### src/rtl/excpt_scheduler.sv
// CP0-style exception scheduler: owns Count/Compare/Status/Cause/EPC and issues a
// single registered excptype code (timer, syscall, eret) to the exception controller.
module excpt_scheduler #(
    parameter int          TIMER_ENABLE       = 1,
    parameter logic [31:0] SYSCALL_EPC_OFFSET = 32'd4
) (
    input  logic        clk,
    input  logic        rst,
    input  logic        inst_valid,
    input  logic [31:0] pc_i,
    input  logic        syscall_req,
    input  logic        eret_req,
    input  logic        cp0_we,
    input  logic [4:0]  cp0_waddr,
    input  logic [31:0] cp0_wdata,
    input  logic [4:0]  cp0_raddr,
    output logic [31:0] cp0_rdata,
    output logic [31:0] excptype,
    output logic [31:0] epc_o,
    output logic        timer_int_o
);

    typedef enum logic {
        RUN     = 1'b0,
        HANDLER = 1'b1
    } state_t;

    localparam logic [4:0]  REG_COUNT   = 5'd9;
    localparam logic [4:0]  REG_COMPARE = 5'd11;
    localparam logic [4:0]  REG_STATUS  = 5'd12;
    localparam logic [4:0]  REG_CAUSE   = 5'd13;
    localparam logic [4:0]  REG_EPC     = 5'd14;

    localparam logic [31:0] EXC_TIMER   = 32'h0000_0004;
    localparam logic [31:0] EXC_SYSCALL = 32'h0000_0100;
    localparam logic [31:0] EXC_ERET    = 32'h0000_0200;

    state_t      state_reg, state_next;
    logic [31:0] count_reg, count_next;
    logic [31:0] compare_reg, compare_next;
    logic [31:0] epc_reg, epc_next;
    logic [31:0] excptype_reg, excptype_next;
    logic [4:0]  exccode_reg, exccode_next;
    logic        ie_reg, ie_next;
    logic        im2_reg, im2_next;
    logic        ip2_reg, ip2_next;

    logic accept;
    logic take_timer;
    logic take_sys;
    logic take_eret;
    logic take_any;
    logic timer_hit;
    logic wr_count, wr_compare, wr_status, wr_cause, wr_epc;

    // Requests are only looked at outside the one-cycle flush after an issued code.
    assign accept     = inst_valid && (excptype_reg == 32'd0);
    assign take_timer = accept && (state_reg == RUN) && ie_reg && im2_reg && ip2_reg;
    assign take_sys   = accept && (state_reg == RUN) && !take_timer && syscall_req;
    assign take_eret  = accept && (state_reg == HANDLER) && eret_req;
    assign take_any   = take_timer || take_sys || take_eret;
    assign timer_hit  = (TIMER_ENABLE != 0) && (compare_reg != 32'd0) && (count_reg == compare_reg);

    assign wr_count   = cp0_we && (cp0_waddr == REG_COUNT);
    assign wr_compare = cp0_we && (cp0_waddr == REG_COMPARE);
    assign wr_status  = cp0_we && (cp0_waddr == REG_STATUS);
    assign wr_cause   = cp0_we && (cp0_waddr == REG_CAUSE);
    assign wr_epc     = cp0_we && (cp0_waddr == REG_EPC);

    always_comb begin
        state_next    = state_reg;
        count_next    = count_reg + 32'd1;
        compare_next  = compare_reg;
        epc_next      = epc_reg;
        excptype_next = 32'd0;
        exccode_next  = exccode_reg;
        ie_next       = ie_reg;
        im2_next      = im2_reg;
        ip2_next      = ip2_reg || timer_hit;

        if (wr_count) begin
            count_next = cp0_wdata;
        end
        // A Compare write acknowledges the timer even if it would have fired this cycle.
        if (wr_compare) begin
            compare_next = cp0_wdata;
            ip2_next     = 1'b0;
        end

        // Software writes to Status/Cause/EPC lose against an accepted exception or eret.
        if (!take_any) begin
            if (wr_status) begin
                ie_next    = cp0_wdata[0];
                state_next = state_t'(cp0_wdata[1]);
                im2_next   = cp0_wdata[10];
            end
            if (wr_cause) begin
                exccode_next = cp0_wdata[6:2];
            end
            if (wr_epc) begin
                epc_next = cp0_wdata;
            end
        end

        if (take_timer) begin
            excptype_next = EXC_TIMER;
            epc_next      = pc_i;
            exccode_next  = 5'd0;
            state_next    = HANDLER;
        end else if (take_sys) begin
            excptype_next = EXC_SYSCALL;
            epc_next      = pc_i + SYSCALL_EPC_OFFSET;
            exccode_next  = 5'd8;
            state_next    = HANDLER;
        end else if (take_eret) begin
            excptype_next = EXC_ERET;
            state_next    = RUN;
        end
    end

    always_ff @(posedge clk) begin
        if (rst) begin
            state_reg    <= RUN;
            count_reg    <= 32'd0;
            compare_reg  <= 32'd0;
            epc_reg      <= 32'd0;
            excptype_reg <= 32'd0;
            exccode_reg  <= 5'd0;
            ie_reg       <= 1'b0;
            im2_reg      <= 1'b0;
            ip2_reg      <= 1'b0;
        end else begin
            state_reg    <= state_next;
            count_reg    <= count_next;
            compare_reg  <= compare_next;
            epc_reg      <= epc_next;
            excptype_reg <= excptype_next;
            exccode_reg  <= exccode_next;
            ie_reg       <= ie_next;
            im2_reg      <= im2_next;
            ip2_reg      <= ip2_next;
        end
    end

    always_comb begin
        cp0_rdata = 32'd0;
        case (cp0_raddr)
            REG_COUNT:   cp0_rdata = count_reg;
            REG_COMPARE: cp0_rdata = compare_reg;
            REG_STATUS:  cp0_rdata = {21'd0, im2_reg, 8'd0, (state_reg == HANDLER), ie_reg};
            REG_CAUSE:   cp0_rdata = {21'd0, ip2_reg, 3'd0, exccode_reg, 2'd0};
            REG_EPC:     cp0_rdata = epc_reg;
            default:     cp0_rdata = 32'd0;
        endcase
    end

    assign excptype    = excptype_reg;
    assign epc_o       = epc_reg;
    assign timer_int_o = ip2_reg;

endmodule
### config.mk
export PLATFORM = sky130hd
export DESIGN_NAME = excpt_scheduler
export DESIGN_NICKNAME = d
export VERILOG_FILES = /design/src/rtl/excpt_scheduler.sv
export SDC_FILE = /design/constraint.sdc
export NUM_CORES = 1
export LEC_CHECK = 0
export BUFFER_PORTS_ARGS = -buffer_cell sky130_fd_sc_hd__buf_2
export CAP_MARGIN = 20
export CORE_MARGIN = 2
export CORE_UTILIZATION = 58
export DETAILED_ROUTE_END_ITERATION = 8
export PLACE_DENSITY = 0.91
export REMOVE_ABC_BUFFERS = 1
export SYNTH_ARGS = -nofsm -noshare
export SYNTH_HDL_FRONTEND = slang
export SYNTH_SLANG_ARGS = --single-unit
### constraint.sdc
create_clock -name clk -period 5 [get_ports clk]
set_input_delay 1.5 -clock clk [delete_from_list [all_inputs] [get_ports clk]]
set_output_delay 1.5 -clock clk [all_outputs]
set_load 0.01 [all_outputs]
-- After elaboration in Yosys (flattened, before gate mapping)
Cells that the tools add are included.
- bits in registers: 115
- word-level logic and storage cells: 79
- bits of input ports: 80
- output and inout bits: 97
- equality and inequality tests: 14
- reduce and logical (&&, ||, !) cells: 32
- $add $sub $neg: 2
- mux-type cells: 17
- bitwise gates (word level): 2
- operator list (cell ; number):
    32-bit two-way mux ; 5
    32-bit case mux with 5 select lines ; 1
    5-bit by 4-bit == test with 1-bit output, second input constant ; 10
    32-bit by 1-bit adder with 32-bit output, second input constant ; 1
    32-bit by 3-bit adder with 32-bit output, second input constant ; 1
    32-bit == test ; 1
    32-bit zero test ; 1
    32-bit nonzero test ; 1
    1-bit logical AND ; 15
    4-bit two-way mux ; 3
    10-bit two-way mux ; 1
    2-bit AND reduction ; 5
    9-bit two-way mux ; 1
    1-bit two-way mux ; 5
    4-bit != test, second input constant ; 1
    4-bit nonzero test ; 1
    2-bit OR reduction ; 2
    1-bit logical OR ; 3
    3-bit two-way mux ; 1
    3-bit != test, second input constant ; 1
    3-bit nonzero test ; 1
    3-bit OR reduction ; 1
    2-bit != test, second input constant ; 1
    1-bit inverter ; 2
    2 further kinds ; 2

-- Logic depth before layout (Yosys ltp)
- depth after elaboration: 15
- depth in mapped cells: 8
- mapped depth without buffers: 6

-- Worst setup path before layout
Ideal clock, no wire load.
- kind: input to output
- start: input port cp0_raddr[4]
- end: output port cp0_rdata[11]
- arrival time: 2.902 ns
- path slack: 0.598 ns
- data required time: 3.500 ns
- cell stages on the path: 6
- buffers on the path: 3
- cells stage by stage: nor4bb_1 clkbuf_1 clkbuf_1 clkbuf_1 nand2_1 o21ai_0
- word-level cells in the longest chain between the ends: 2
- elaborated cells on any way between the ends: 6
- those cells by class: eq/ne (5); mux (1)
- ends and longest elaborated chain (element ; line ; text):
    from (decl) ; 16 ; input logic [4:0] cp0_raddr,
    5-bit by 4-bit == test with 1-bit output ; 147 ; case (cp0_raddr)
    32-bit case mux with 5 select lines (*) ; 147 ;
    to (decl) ; 17 ; output logic [31:0] cp0_rdata,
Every way passes the cells marked *; elsewhere a longest branch is shown, timed or not.

-- Final worst setup path
- start: input port cp0_raddr[4]
- end: output port cp0_rdata[26]
The elaborated chain is that of the path after synthesis.

==> results.yml <==
pwr:
  p_sw_uw: 577.6
  p_clk_frac: 0.379
  power_frac_seq: 0.466
  peakVddDrop_uv: 173.9
  power.total_mw: 1.999
  p_int_mw: 1.422
  switching_share: 0.2889
  combPwrFrac: 0.155
  pwr_density_cell_nw_per_um2: 250.1
  power.leakage_nw: 3.096
placement:
  dp_hpwl_um: 16800
  dp_slack_ns: 0.6260
  dpl_cell_area_um2: 7682
  place.gp.congestion: 0.9525
  post-place-cells: 1157
  portBuffers: 147
cts:
  cts_inserted_buffers: 9
  cts_tree: "done"
  clockBufferDepth: 2
  post_cts_buffers: 0
  path_clk_slew_ns: 0.07
  clock-sinks: 108
  cts.hold.buffers_added: 0
  cts.repair.resized: 0
  root_buffer: "clkbuf_16"
  htreeDepth: 3
  insertion_delay_ns: 0.37
synthesis:
  ys_warn_count: 0
  syn_area_um2: 6982
  ys_ff_latch: 108
  synth-seq-area-share: 0.3097
  async_reset_ff_frac: 0
  postSynthAreaPerCell_um2: 7.639
  synthFlopType: "dfxtp_1"
  synthCells: 914
  synth_edf_count: 0
  synth_cell_types: 71
final_layout:
  fin_nets: 1103
  syn_to_final_growth_pct: 14.52
  finish.utilization: 0.6741
  drive_above_1_share: 0.1969
  ff_latch_area_um2: 2162
  instances_no_fill: 1173
  multi_input_area_um2: 4438
  diodes: 0
  fill_cells: 1015
  fin_area_um2: 7995
critical_path:
  startpoint_type: "input pin"
  cp.arrival_ns: 2.93
  criticalPathCategory: "in -> out"
  required_ns: 3.50
  crit_path_max_fanout: 31
  end_kind: "output pin"
route:
  wirelength_um: 24160
  vias_per_cell: 6.621
  vias: 7766
  wl_per_cell_um: 20.60
  ant_nets: 0
  drtIter0Drc: 1055
  drc: 0
  drt_pass1_iterations: 7
min_path:
  hp-class: "reg -> reg"
global_route:
  grt_pass1_wl_um: 37550
  grt_usage: 0.3720
  antenna_found_initial: 0
  grt_max_degree: 95
  grt_pass1_vias: 6955
  overflow: 0
timing:
  max_slew_margin: 0.2751
  fin_crit_sh: 0.8856
  slew_viol_final: 0
  fmax_ghz: 0.2258
  worst-slew-pin-transition_ns: 1.087
  grt_setup_unrepaired: "false"
  timing.final.hold_violations: 0
  setup_slack_ns: 0.5721
  worst_clock_skew_ns: 0.008617
  finalSetupViolations: 0
  period_needed_ns: 4.428
floorplan:
  die_h_um: 113.7
  initial_core_util: 0.5886
  io_pins: 177
  fp.dieArea_um2: 12930
  die_w_um: 113.7
  placementRows: 40
  coreArea_um2: 11860
outcome:
  outcome: "completed"
flow_run:
  max-cap-violations: 0
layer usage:
layer	wire length (µm)	vias up	global-route usage
li1	-	3485	-
met1	9283	3591	0.5145
met2	10640	594	0.5549
met3	3227	96	0.09139
met4	1005	0	0.1593
met5	0	-	0
critical path: stages:
cell and delay, ns:
buf_2 0.12, nand3b_1 0.21, nor2_2 0.10, buf_4 0.39, a22o_1 0.20, nand2_1 0.05, o21ai_0 0.14, buf_2 0.19
cell usage in the layout, fill, tap and decap left out, types with 3 or more instances in the layout:
cell,Yosys,routed
mux2_2,5,5
a22oi_1,8,8
a31oi_1,4,4
or2_2,4,4
xnor2_1,43,43
a221oi_1,6,6
a211o_1,3,3
inv_1,5,5
o31a_1,4,4
clkbuf_16,0,9
buf_2,10,147
xor2_1,23,23
nand3_1,36,36
buf_4,29,16
nand2b_1,6,6
nor4_1,19,19
o31ai_1,3,3
a21o_1,6,6
nand4_1,35,35
nor3_1,16,16
mux2i_1,18,18
a311oi_1,4,4
and4_1,7,7
nor2_1,66,65
nand2_1,152,152
and3_1,10,10
or4b_1,3,3
conb_1,1,29
dfxtp_1,108,108
o21ai_0,47,47
a211oi_1,39,39
a22o_1,27,27
nor2b_1,3,3
o22ai_1,5,5
a21oi_1,55,55
Yosys cell counts (4+ instances only):
cell      count  area share
nor4_1       19       0.017
dfxtp_1     108        0.31
mux2i_1      18       0.026
xor2_1       23       0.029
and3_1       10      0.0090
nand4_1      35       0.031
or2_2         4      0.0036
buf_2        10      0.0072
a22o_1       27       0.034
clkbuf_1     51       0.027
nand3_1      36       0.026
o21ai_0      47       0.034
a311oi_1      4      0.0050
nor2_1       66       0.035
a211oi_1     39       0.042
mux2_2        5      0.0081
buf_4        29       0.031
o22ai_1       5      0.0045
nand2b_1      6      0.0054
a21oi_1      55       0.039
and4_1        7      0.0088
inv_1         5      0.0027
a221oi_1      6      0.0075
nor3_1       16       0.011
a21o_1        6      0.0065
nand2_1     152       0.082
a31oi_1       4      0.0036
o31a_1        4      0.0050
buf_1         6      0.0032
xnor2_1      43       0.054
a22oi_1       8      0.0086
path summary, 6_finish.rpt:
check / startpoint / endpoint / slack, ns / depth (start not counted)
setup / recovery: cp0_raddr[4] / cp0_rdata[26] / 0.57 / 8
hold reg to reg: epc_o[31] / epc_o[31] / 0.50 / 2
hold / removal: epc_o[31] / epc_o[31] / 0.50 / 2
setup reg to reg: excptype[8] / epc_o[30] / 2.36 / 6
power groups by stage:
stage | Combinational (mW) | Clock (mW) | Sequential (mW)
floorplan | 0.138 | 0 | 0.945
global placement | 0.293 | 0 | 0.948
detailed placement | 0.298 | 0 | 0.949
CTS | 0.301 | 0.755 | 0.929
global route | 0.332 | 0.796 | 0.933
finish | 0.309 | 0.758 | 0.932
final cells by class:
| class | count | share of cell area |
|---|---|---|
| clock inverter | 5 | 0.007512 |
| multi-input combinational | 732 | 0.5551 |
| tap | 147 | 0.02300 |
| inverter | 6 | 0.002817 |
| timing repair buffer | 164 | 0.1095 |
| clock buffer | 11 | 0.03161 |
| sequential | 108 | 0.2704 |
through the flow:
step,setup TNS (ns),hold WS (ns)
3_5_place_dp,0,0.4800
4_1_cts,0,0.4951
3_3_place_gp,0,0.4794
6_report,0,0.4968
2_1_floorplan,-97.98,0.4646
5_1_grt,0,0.5169
logic make-up after synthesis:
logic type	count (synthesis)	synth area share
adder cells (fa/ha/maj)	2	0.003584
flip-flops	108	0.3097
multiplexers	24	0.03548
buffers and inverters	102	0.07222
other	1	0.0005371
XOR/XNOR	66	0.08280
AND/OR/NAND/NOR	377	0.2672
AO/OA/AOI/OAI	234	0.2285
Power figures use the tool's default switching activity.
